`src/rtl/boot_loader.sv`:
```
// Purpose     : copies LENGTH bytes from program ROM into system RAM at LOAD_BASE, keeping the CPU halted and summing the bytes.
// Latency     : one settle cycle plus one write cycle per byte (2 cycles/byte with immediate ram_ack); done rises on the edge that takes the last ack.
// Backpressure: each RAM write is held (address, data, enable stable) until ram_ack; no timeout, the copy simply stalls.
//
// Ports:
//   clk, reset            - rising-edge clock, asynchronous active-low reset
//   start                 - begin a copy (only honoured when idle or done)
//   rom_address/rom_data_in - registered ROM address, combinational ROM data back
//   ram_address/ram_data_out/ram_write_enable/ram_ack - RAM write request, held until acked
//   busy, done, checksum, cpu_halt - copy status, sticky done flag, 8-bit sum, CPU hold
module boot_loader #(
  parameter int          ROM_ADDR_WIDTH = 6,
  parameter int          LENGTH         = 64,
  parameter logic [15:0] LOAD_BASE      = 16'h0000
) (
  input  logic                      clk,
  input  logic                      reset,
  input  logic                      start,
  output logic [ROM_ADDR_WIDTH-1:0] rom_address,
  input  logic [7:0]                rom_data_in,
  output logic [15:0]               ram_address,
  output logic [7:0]                ram_data_out,
  output logic                      ram_write_enable,
  input  logic                      ram_ack,
  output logic                      busy,
  output logic                      done,
  output logic [7:0]                checksum,
  output logic                      cpu_halt
);

  localparam logic [1:0] ST_IDLE   = 2'd0;
  localparam logic [1:0] ST_SETTLE = 2'd1;
  localparam logic [1:0] ST_WRITE  = 2'd2;
  localparam logic [1:0] ST_DONE   = 2'd3;

  // Index of the final byte; when LENGTH fills the whole ROM this is all-ones,
  // and the copy ends there instead of letting the counter wrap.
  localparam logic [ROM_ADDR_WIDTH-1:0] LAST_IDX = ROM_ADDR_WIDTH'(LENGTH - 1);
  localparam logic [ROM_ADDR_WIDTH-1:0] ONE      = ROM_ADDR_WIDTH'(1);

  logic [1:0]                state_q, state_d;
  logic [ROM_ADDR_WIDTH-1:0] count_q, count_d;
  logic [ROM_ADDR_WIDTH-1:0] rom_address_q, rom_address_d;
  logic [15:0]               ram_address_q, ram_address_d;
  logic [7:0]                ram_data_q, ram_data_d;
  logic                      ram_we_q, ram_we_d;
  logic                      busy_q, busy_d;
  logic                      done_q, done_d;
  logic [7:0]                checksum_q, checksum_d;
  logic                      cpu_halt_q, cpu_halt_d;

  always_comb begin
    state_d       = state_q;
    count_d       = count_q;
    rom_address_d = rom_address_q;
    ram_address_d = ram_address_q;
    ram_data_d    = ram_data_q;
    ram_we_d      = ram_we_q;
    busy_d        = busy_q;
    done_d        = done_q;
    checksum_d    = checksum_q;
    cpu_halt_d    = cpu_halt_q;

    case (state_q)
      // IDLE already has done=0 and cpu_halt=1, so sharing the restart path
      // with DONE gives both states identical start behaviour.
      ST_IDLE, ST_DONE: begin
        if (start) begin
          count_d       = '0;
          rom_address_d = '0;
          checksum_d    = 8'h00;
          busy_d        = 1'b1;
          done_d        = 1'b0;
          cpu_halt_d    = 1'b1;
          state_d       = ST_SETTLE;
        end
      end

      // ROM data is combinational from the address registered last edge;
      // capture it now that it has had a full cycle to settle.
      ST_SETTLE: begin
        ram_data_d    = rom_data_in;
        ram_address_d = LOAD_BASE + 16'(count_q);
        checksum_d    = checksum_q + rom_data_in;
        ram_we_d      = 1'b1;
        state_d       = ST_WRITE;
      end

      ST_WRITE: begin
        if (ram_ack) begin
          ram_we_d = 1'b0;
          if (count_q == LAST_IDX) begin
            busy_d     = 1'b0;
            done_d     = 1'b1;
            cpu_halt_d = 1'b0;
            state_d    = ST_DONE;
          end else begin
            count_d       = count_q + ONE;
            rom_address_d = count_q + ONE;
            state_d       = ST_SETTLE;
          end
        end
      end

      default: state_d = ST_IDLE;
    endcase
  end

  always_ff @(posedge clk or negedge reset) begin
    if (!reset) begin
      state_q       <= ST_IDLE;
      count_q       <= '0;
      rom_address_q <= '0;
      ram_address_q <= LOAD_BASE;
      ram_data_q    <= 8'h00;
      ram_we_q      <= 1'b0;
      busy_q        <= 1'b0;
      done_q        <= 1'b0;
      checksum_q    <= 8'h00;
      cpu_halt_q    <= 1'b1;
    end else begin
      state_q       <= state_d;
      count_q       <= count_d;
      rom_address_q <= rom_address_d;
      ram_address_q <= ram_address_d;
      ram_data_q    <= ram_data_d;
      ram_we_q      <= ram_we_d;
      busy_q        <= busy_d;
      done_q        <= done_d;
      checksum_q    <= checksum_d;
      cpu_halt_q    <= cpu_halt_d;
    end
  end

  assign rom_address      = rom_address_q;
  assign ram_address      = ram_address_q;
  assign ram_data_out     = ram_data_q;
  assign ram_write_enable = ram_we_q;
  assign busy             = busy_q;
  assign done             = done_q;
  assign checksum         = checksum_q;
  assign cpu_halt         = cpu_halt_q;

endmodule

```
`config.mk`:
```
export PLATFORM = sky130hd
export DESIGN_NAME = boot_loader
export DESIGN_NICKNAME = d
export VERILOG_FILES = /design/src/rtl/boot_loader.sv
export SDC_FILE = /design/constraint.sdc
export NUM_CORES = 1
export LEC_CHECK = 0
export CAP_MARGIN = 15
export CELL_PAD_IN_SITES_DETAIL_PLACEMENT = 0
export CELL_PAD_IN_SITES_GLOBAL_PLACEMENT = 1
export CORE_MARGIN = 1
export CORE_UTILIZATION = 40
export DETAILED_ROUTE_END_ITERATION = 8
export PLACE_DENSITY = 0.87
export SETUP_SLACK_MARGIN = 0.05
export SLEW_MARGIN = 20
export SYNTH_ARGS = -nofsm -noshare
export SYNTH_HDL_FRONTEND = slang
export SYNTH_SLANG_ARGS = --single-unit
```
`constraint.sdc`:
```
create_clock -name clk -period 3.2 [get_ports clk]
set_input_delay 0.64 -clock clk [delete_from_list [all_inputs] [get_ports clk]]
set_output_delay 0.64 -clock clk [all_outputs]
set_load 0.01 [all_outputs]
```
-- Yosys cells after proc, flatten, opt, wreduce, memory -nomap -nowiden
Cells that the tools add are included.
W data, S select, Z words.
- memories kept: 0
- latch bits: 0
- ROM bits: 0
- bits in writable memories: 0
- word-level logic and storage cells: 49
- output and inout port bits: 42
- register bits after elaboration: 34
- bits of input ports: 12
- order comparisons: 0
- multiply operators: 0
- $add $sub $neg: 2
- divide/modulo/power cells: 0
- bitwise logic cells: 0
- mux-type cells: 20
- shift operators: 0
- reduce and logical (&&, ||, !) cells: 10
- equality and inequality tests: 8
- operators with widths (cell ; count):
    $mux W6 ; 3
    $pmux W8 S2 ; 1
    $pmux W6 S2 ; 1
    $add A8 B8 Y8 ; 1
    $mux W8 ; 1
    $ne A2 B2 Y1 const B ; 4
    $reduce_and A4 Y1 ; 2
    $mux W1 ; 7
    $add A6 B1 Y6 const B ; 1
    $eq A6 B6 Y1 const B ; 1
    $mux W2 ; 3
    $pmux W1 S2 ; 3
    $pmux W2 S3 ; 1
    $reduce_and A2 Y1 ; 3
    $reduce_bool A2 Y1 ; 3
    $eq A2 B2 Y1 const B ; 2
    $eq A2 B1 Y1 const B ; 1
    $logic_not A2 Y1 ; 1
    $reduce_or A2 Y1 ; 1

-- Longest topological paths before layout
- depth after elaboration: 4
- gate-level depth with buffers: 8
- gate-level depth less buffers: 7

-- Least setup slack after synthesis
Ideal clock, no wire load.
- path kind: input -> register
- from: input rom_data_in[0]
- to: register checksum_q[6] (netlist: checksum[6])
- data required time: 3076 ps
- library setup time: 124 ps
- cell stages on the path: 7
- data arrival time: 2162 ps
- path slack: 914 ps
- buffers on the path: 0
- cell sequence: ha_1 > fa_1 > a21o_2 > a21oi_1 > nor2b_1 > o211a_1 > a211o_1
- cells in the longest elaborated chain, start to end: 2
- ends and longest elaborated chain (item ; line ; source):
    start, declared ; 20 ; input logic [7:0] rom_data_in,
    $add A8 B8 Y8 ; 84 ; checksum_d = checksum_q + rom_data_in;
    $pmux W8 S2 ; 64 ; case (state_q)
    end signal, assigned ; 130 ; checksum_q <= checksum_d;
    end, declared ; 49 ; logic [7:0] checksum_q, checksum_d;
No other way between the ends.
A chain may end at the register's enable or synchronous reset.

-- Worst setup path in the final report
- from: input rom_data_in[1]
- to: register checksum_q[7] (netlist: checksum[7])
Same word-level chain as after synthesis.

==> impl_metrics.py <==
metrics = {
    "status": {
        "status": "complete, no violations",
    },
    "grt": {
        "grt_pass1_wl_um": 6860,
        "grt.overflow.total": 0,
        "grt_usage": 0.169,
        "antenna_found_initial": 0,
        "grt_max_degree": 35,
        "grt_pass1_vias": 1507,
    },
    "worst_setup_path": {
        "required_ps": 3370,
        "cp_top_family": "simple AND/OR/NAND/NOR gates",
        "cp_slowest_cell": "clkdlybuf4s50_1",
        "critPathLaunchType": "primary input",
        "path_class": "in2reg",
        "path_cells": "clkdlybuf4s50_1 -> ha_1 -> a211oi_2 -> nor3_1 -> mux2_4 -> o2111ai_1 -> or3b_1",
        "cp_data_arrival_time_ps": 2690,
        "crit_buf_inv": 1,
        "end_kind": "register",
        "cp_max_fo": 3,
        "cp_slowest_stage_delay_ps": 480,
    },
    "floorplanning": {
        "die_area_um2": 5400,
        "ios": 54,
        "start_util": 0.424,
        "rows": 25,
        "core_area_um2": 4820,
        "die_w_um": 73.5,
        "die_h_um": 73.5,
    },
    "cts": {
        "post_cts_buffers": 0,
        "clock_latency_ps": 290,
        "clk_pin_slew_ps": 70,
        "hold_buffers": 0,
        "cts-resized-gates": 0,
        "cts_htree_levels": 2,
        "clkSinkCount": 34,
        "cts_buffers": 5,
        "cts_tree": "yes",
        "root_buffer": "clkbuf_8",
        "cts_buffer_depth": 2,
    },
    "synthesis": {
        "netlist_area_um2": 2040,
        "postSynth.asyncResetShare": 1.00,
        "ys_seq_elements": 34,
        "synth_cell_type_count": 48,
        "syn_area_per_cell_um2": 10.5,
        "synth-seq-area-share": 0.417,
        "ys.flop_type": "dfrtp_1",
        "yosys_warnings": 0,
        "synth_enable_flop_cells": 0,
        "synthCells": 195,
    },
    "drt": {
        "dr_total_vias": 1600,
        "drcViolationCount": 0,
        "drtPass1Iterations": 4,
        "drt-initial-drc-count": 39,
        "routed_wl_um": 4170,
        "routedWlPerCell_um": 13.6,
        "vias_per_cell": 5.21,
        "ant_nets": 0,
    },
    "sta": {
        "max_slew_margin": 0.648,
        "clock_skew_ps": 12.4,
        "timing.final.crit_share": 0.787,
        "tns_ps": 0,
        "finalSetupViolCount": 0,
        "fmax_mhz": 397,
        "rsz0062_at_grt": "no",
        "final_hold_viol_count": 0,
        "maxSlewViolCount": 0,
        "worst_pin_slew_ps": 523,
        "hold_ws_ps": 483,
        "final.min_clock_period_ps": 2520,
    },
    "final_layout": {
        "final_cell_mix": "clkdlybuf4s50_1 (43), dfrtp_1 (33), o21ai_0 (16), mux2_2 (16), nand2_1 (15)",
        "final_nets": 263,
        "diodes": 0,
        "area_growth_pct": 26.1,
        "final_common_cell": "clkdlybuf4s50_1",
        "layout-drive-gt1-share": 0.146,
        "fillers": 497,
    },
    "power": {
        "p_leak_nw": 1.15,
        "peakVddDrop_uv": 306,
        "power_density_nw_per_um2": 846,
    },
    "placement": {
        "hpwl_um": 2880,
        "gp_congestion": 0.784,
        "port_buffers": 43,
    },
    "flow_run": {
        "maxCapViolations": 0,
    },
    "worst_hold_path": {
        "hold_class": "reg2reg",
    },
}
Yosys cell counts (2+ instances only):
master	n	area, µm²
a21o_1	2	15.0
a21oi_1	12	60.1
a22o_1	5	43.8
a32oi_1	4	35.0
and3_1	2	12.5
buf_4	12	90.1
clkbuf_1	4	15.0
dfrtp_1	33	826
ha_1	11	138
inv_1	8	30.0
mux2_2	16	180
mux2i_1	4	40.0
nand2_1	15	56.3
nand3_1	3	15.0
nor2_1	5	18.8
nor2b_1	5	31.3
nor3_1	2	10.0
nor3b_1	2	15.0
o2111ai_1	3	26.3
o21ai_0	16	80.1
or2_2	2	12.5
xnor2_1	3	26.3
layout make-up:
class | count | area (µm²) | share of cell area
Multi-Input combinational cell | 143 | 1060 | 0.411
Sequential cell | 34 | 852 | 0.331
Timing Repair Buffer | 47 | 460 | 0.179
Clock buffer | 7 | 86.3 | 0.0335
Tap cell | 67 | 83.8 | 0.0325
Inverter | 8 | 30.0 | 0.0117
Clock inverter | 1 | 5.00 | 0.00194
worst min-delay path, stage by stage, from the launching register on:
cell     delay [ps]
dfstp_2         370
nand2_1          50
a21oi_1          60
stage by stage:
stage	area [µm²]	cells	utilization	power, mW	setup slack, ps
after global routing	2580	307	0.535	2.36	577
after floorplan	2080	204	-	1.49	914
final	2580	307	0.535	2.18	681
after global placement	2490	299	0.516	1.84	403
after detailed placement	2490	299	0.516	1.87	364
after CTS	2580	307	0.535	2.21	669
metal layers:
layer  global-route usage  part of all wire  vias to the layer above
met1                0.206              0.47                      792
li1                     -                 -                      769
met5                    0                 0                        -
met4               0.0577            0.0062                        0
met2                0.284              0.50                       35
met3               0.0494             0.032                        4
state kept, by name, summed over array words and instances, names as in the netlist:
name              cells
ram_data_out          8
ram_address           6
rom_address           6
checksum              8
cpu_halt              1
done                  1
state_q               2
ram_write_enable      1
busy                  1
worst paths after layout:
check | start | depth (start not counted) | endpoint | slack (ps)
max | rom_data_in[1] | 7 | checksum[7] | 680
min | cpu_halt | 2 | cpu_halt | 480
max reg2reg | state_q[0] | 6 | checksum[7] | 960
min reg2reg | cpu_halt | 2 | cpu_halt | 480
max in group asynchronous | reset | 2 | cpu_halt | 2080
min in group asynchronous | reset | 2 | ram_data_out[4] | 760
cells by family (layout without fill, tap and decap cells):
| group | after synthesis | after routing | share of synthesized area |
|---|---|---|---|
| other cells | 1 | 10 | 0.00184 |
| fa+ha+maj | 12 | 12 | 0.0772 |
| flops | 34 | 34 | 0.417 |
| buf+inv | 27 | 63 | 0.0808 |
| mux | 21 | 21 | 0.115 |
| simple gates | 42 | 42 | 0.106 |
| xor+xnor | 4 | 4 | 0.0171 |
| compound gates | 54 | 54 | 0.185 |
power by group:
group / total [mW] / switching, mW / internal (mW) / leakage (nW)
clock network: 0.329 / 0.156 / 0.174 / 0.0482
logic: 1.19 / 0.597 / 0.594 / 0.672
registers: 0.660 / 0.0973 / 0.563 / 0.429
total: 2.18 / 0.850 / 1.33 / 1.15
Note: power is estimated with default switching activity, not from simulation.
